## src/rtl/alu_writeback.sv

```systemverilog
// alu_writeback: single-entry writeback stage with RF write, flag update, forwarding and retire count
module alu_writeback #(
  parameter int REG_ADDR_W   = 3,
  parameter int R0_HARDWIRED = 1
) (
  input  logic                  clk,
  input  logic                  rst,
  input  logic                  in_valid,
  input  logic [3:0]            in_opcode,
  input  logic [15:0]           in_result,
  input  logic                  in_zero,
  input  logic                  in_carry,
  input  logic                  in_wen,
  input  logic [REG_ADDR_W-1:0] in_rd,
  input  logic                  stall,
  input  logic                  flush,
  output logic                  rf_we,
  output logic [REG_ADDR_W-1:0] rf_waddr,
  output logic [15:0]           rf_wdata,
  output logic                  carry_flag,
  output logic                  zero_flag,
  output logic                  fwd_valid,
  output logic [REG_ADDR_W-1:0] fwd_rd,
  output logic [15:0]           fwd_data,
  output logic [15:0]           retired
);
  // Opcodes 1..10 are real ALU operations; 0 and 11..15 behave as NOP
  localparam logic [3:0] OP_ADDC = 4'd2;
  localparam logic [3:0] OP_SUBC = 4'd4;
  localparam logic [3:0] OP_LAST = 4'd10;
  logic                  wb_valid_q, wb_valid_d;
  logic                  written_q, written_d;
  logic                  wen_q, wen_d;
  logic [REG_ADDR_W-1:0] rd_q, rd_d;
  logic [15:0]           result_q, result_d;
  logic                  carry_q, carry_d;
  logic                  zero_q, zero_d;
  logic [15:0]           retired_q, retired_d;
  logic                  accept;
  logic                  wr_ok;
  always_comb begin
    accept     = in_valid & ~stall & ~flush;
    wr_ok      = wb_valid_q & wen_q & ~((R0_HARDWIRED != 0) && (rd_q == '0));
    rf_we      = wr_ok & ~written_q;
    rf_waddr   = wb_valid_q ? rd_q : '0;
    rf_wdata   = wb_valid_q ? result_q : 16'h0000;
    fwd_valid  = wr_ok;
    fwd_rd     = rf_waddr;
    fwd_data   = rf_wdata;
    carry_flag = carry_q;
    zero_flag  = zero_q;
    retired    = retired_q;
    wb_valid_d = accept | (wb_valid_q & stall);
    written_d  = accept ? 1'b0 : (written_q | rf_we);
    wen_d      = accept ? in_wen : wen_q;
    rd_d       = accept ? in_rd : rd_q;
    result_d   = accept ? in_result : result_q;
    zero_d     = (accept && in_opcode != 4'd0 && in_opcode <= OP_LAST) ? in_zero : zero_q;
    carry_d    = (accept && (in_opcode == OP_ADDC || in_opcode == OP_SUBC)) ? in_carry : carry_q;
    retired_d  = (accept && retired_q != 16'hFFFF) ? retired_q + 16'd1 : retired_q;
  end
  always_ff @(posedge clk) begin
    if (rst) begin
      wb_valid_q <= 1'b0;
      written_q  <= 1'b0;
      wen_q      <= 1'b0;
      rd_q       <= '0;
      result_q   <= 16'h0000;
      carry_q    <= 1'b0;
      zero_q     <= 1'b0;
      retired_q  <= 16'h0000;
    end else begin
      wb_valid_q <= wb_valid_d;
      written_q  <= written_d;
      wen_q      <= wen_d;
      rd_q       <= rd_d;
      result_q   <= result_d;
      carry_q    <= carry_d;
      zero_q     <= zero_d;
      retired_q  <= retired_d;
    end
  end
endmodule

```

## config.mk

```make
export PLATFORM = sky130hd
export DESIGN_NAME = alu_writeback
export DESIGN_NICKNAME = d
export VERILOG_FILES = /design/src/rtl/alu_writeback.sv
export SDC_FILE = /design/constraint.sdc
export NUM_CORES = 1
export LEC_CHECK = 0
export CAP_MARGIN = 0
export CORE_MARGIN = 2
export CORE_UTILIZATION = 45
export CTS_BUF_LIST = sky130_fd_sc_hd__clkbuf_2
export DETAILED_ROUTE_END_ITERATION = 8
export GPL_ROUTABILITY_DRIVEN = 1
export HOLD_SLACK_MARGIN = 0.15
export PLACE_DENSITY = 0.86
export SLEW_MARGIN = 5
export SYNTH_ARGS = -nofsm -noshare
export SYNTH_HDL_FRONTEND = slang
export SYNTH_SLANG_ARGS = --single-unit
```

## constraint.sdc

```tcl
create_clock -name clk -period 5.2 [get_ports clk]
set_input_delay 1.04 -clock clk [delete_from_list [all_inputs] [get_ports clk]]
set_output_delay 1.04 -clock clk [all_outputs]
set_load 0.1 [all_outputs]
```

==> results.yml <==
floorplan:
  dieArea_mm2: 0.00494
  start_util_pct: 46.1
  num_io_pins: 89
  core_mm2: 0.00429
  die_h_um: 70.3
  rows: 24
  die_x_um: 70.3
power_and_ir_drop:
  p_sw_w: 0.000136
  ir_drop_v: 0.000146
  switching_share_pct: 26.5
  power_leakage_nw: 0.921
  pwr-share-clk_pct: 25.2
  internal_power_w: 0.000378
  p_per_area_mw_per_mm2: 184
  pwr-share-comb_pct: 13.0
  seqPwrFrac_pct: 61.8
synth:
  synth-compound-area-share_pct: 14.1
  ys_types: 37
  synth_seq_cells: 40
  synth_top_family_by_area: "simple AND/OR/NAND/NOR gates"
  synth_fa_ha_area_share_pct: 0.633
  syn-mean-instance-area_um2: 8.01
  ys_seq_area_share_pct: 40.5
  ys_warn_count: 0
  synth_mux_area_share_pct: 2.66
  syn-num-nets: 279
  synthSimpleGateAreaFrac_pct: 30.2
  synth_cells: 247
  synth_xor_area_share_pct: 0.886
  synth_area_mm2: 0.00198
timing:
  drv_slew: 0
  fmax_mhz: 269
  finClkSkew_ns: 0.0101
  finalSetupViolations: 0
  finalCritPeriodShare_pct: 71.5
  tightest_slew_ns: 0.983
  hold_slack_ns: 0.462
  rsz0062_at_grt: "no"
  min_period_ns: 3.72
  slew_headroom_pct: 34.2
  hold_viol: 0
  fin_setup_tns_ns: 0
flow_run:
  drv_cap: 0
final_layout:
  final_nets: 345
  drive_gt1_share_pct: 5.10
  seq_area_um2: 801
  num_antenna_cells: 0
  area_delta_synth_final_pct: 41.2
  multi_input_area_um2: 963
  fillers: 416
global_routing:
  antenna_found_initial: 0
  grt_max_degree: 29
  grtUsageTotal_pct: 19.3
  grt_pass1_wl_um: 7800
  grt_overflow: 0
  grt_pass1_vias: 1769
routing:
  viasPerCell: 5.36
  postRouteAntennaNets: 0
  drt-initial-drc-count: 104
  wl_per_cell_um: 13.0
  drc: 0
  wirelength_um: 4750
  first_pass_iters: 5
  num_vias: 1962
setup_path:
  path_class: "flip-flop to output pin"
  end_kind: "output pin"
  cp-start-kind: "flip-flop"
  arrival_ns: 2.68
  crit_fanout: 21
  cp.required_ns: 4.16
cts:
  cts-root-buf: "clkbuf_2"
  clk_latency_ns: 0.37
  ctsResizeCount: 0
  postCtsSetupBuffers: 0
  holdBufCountCts: 0
  clk_path_buf_depth: 2
  clkSinkCount: 40
  cts_buffers: 5
  htree_levels: 2
  clkTransAtPathRegs_ns: 0.19
  cts_tree: "built"
status:
  status: "completed"
hold_path:
  hp-class: "flip-flop to flip-flop"
placed_design:
  dp_hpwl_um: 3490
  place_congestion: 0.850
  port_buffers: 88
[metrics by stage]
| step | instances | setup WS (ns) | utilization [%] | area [um2] | power [W] |
|---|---|---|---|---|---|
| floorplan | 247 | 1.54 | - | 1980 | 0.000358 |
| global placement | 358 | 1.46 | 64.1 | 2750 | 0.000389 |
| detailed placement | 358 | 1.39 | 64.1 | 2750 | 0.000391 |
| CTS | 366 | 1.43 | 65.0 | 2790 | 0.000519 |
| global route | 366 | 1.28 | 65.0 | 2790 | 0.000538 |
| finish | 366 | 1.48 | 65.0 | 2790 | 0.000514 |
[critical path, cell delays in order, from the launching register on]
cell and delay, ns:
dfxtp_1 0.72, o311a_1 0.31, nor2b_1 0.14, clkdlybuf4s50_1 1.13
[cell usage after synthesis, drive strengths merged]
cell / instances / share of area, %
nand2: 47 / 8.9
dfxtp: 40 / 40
a21oi: 31 / 7.8
buf: 21 / 8.0
and2: 19 / 6.0
clkbuf: 11 / 2.1
or4: 9 / 3.4
nor2: 8 / 1.5
nor4: 8 / 2.5
o31ai: 7 / 2.7
inv: 5 / 0.95
nand3: 5 / 1.3
o21ai: 4 / 1.0
mux2i: 3 / 1.5
nand4: 3 / 0.95
nor2b: 3 / 0.95
mux2: 2 / 1.1
nor3: 2 / 0.51
nor3b: 2 / 0.76
or3: 2 / 0.63
a211oi: 1 / 0.38
a21o: 1 / 0.38
and3: 1 / 0.32
and4: 1 / 0.44
and4bb: 1 / 0.63
ha: 1 / 0.63
nand4bb: 1 / 0.57
o21a: 1 / 0.38
o21ba: 1 / 0.51
o311a: 1 / 0.51
o311ai: 1 / 0.44
or2: 1 / 0.32
or3b: 1 / 0.44
xnor2: 1 / 0.44
xor2: 1 / 0.44
[path summary, 6_finish.rpt]
check	depth (start not counted)	endpoint	start	slack (ns)
worst min-delay path	2	result_q[15]	result_q[15]	0.46
worst max-delay path	3	rf_we	wb_valid_q	1.48
worst max register to register	4	retired[13]	retired[3]	3.07
worst min register to register	2	result_q[15]	result_q[15]	0.46
[per-layer routing]
metal,track usage (%),part of all wire (%),vias up
met1,21.6,42,920
met5,0,0,-
li1,-,-,970
met2,35.8,50,68
met3,5.48,6.6,4
met4,4.49,0.74,0
[registers in the layout (all words and copies together) (netlist names)]
signal / flops
carry_flag: 1
rd_q: 3
result_q: 16
retired: 16
wb_valid_q: 1
wen_q: 1
written_q: 1
zero_flag: 1
[logic make-up after synthesis]
family,after synthesis
AOI/OAI and AO/OA,48
muxes,5
buffers and inverters,37
and+or+nand+nor,114
DFF,40
adders and majority gates,1
xor gates and xnor gates,2
[placed cells by master (no fill, tap or decap)]
master,instances
clkdlybuf4s50_1,88
nand2_1,47
dfxtp_1,40
a21oi_1,31
and2_1,19
or4_1,9
nor2_1,8
nor4_1,8
o31ai_1,7
clkbuf_2,6
inv_1,5
nand3_1,5
o21ai_0,4
nor2b_1,3
nand4_1,3
mux2i_1,3
buf_4,3
mux2_2,2
nor3_1,2
or3_1,2
o311a_1,1
nor3b_2,1
or3b_1,1
and4bb_2,1
and4_1,1
o311ai_0,1
or2_2,1
nand4bb_1,1
and3_1,1
xor2_1,1
nor3b_1,1
o21a_1,1
o21ba_2,1
xnor2_1,1
a21o_1,1
a211oi_1,1
ha_1,1
clkinv_1,1
clkinvlp_4,1
[area by class of cell]
type                       instances  area share [%]
sequential                        40            28.7
inverter                           5           0.672
timing repair buffer              91            32.3
tap                               52            2.33
multi-input combinational        170            34.5
clock inverter                     2           0.403
clock buffer                       6            1.08
[power groups by stage]
stage	registers (W)	clock network [W]	logic [W]
after detailed placement	0.000324	0	0.0000668
after global routing	0.000319	0.000148	0.0000715
final	0.000318	0.000130	0.0000666
after floorplan	0.000327	0	0.0000304
after CTS	0.000318	0.000134	0.0000672
after global placement	0.000324	0	0.0000653
No activity file was read; power rests on OpenSTA's default activity.
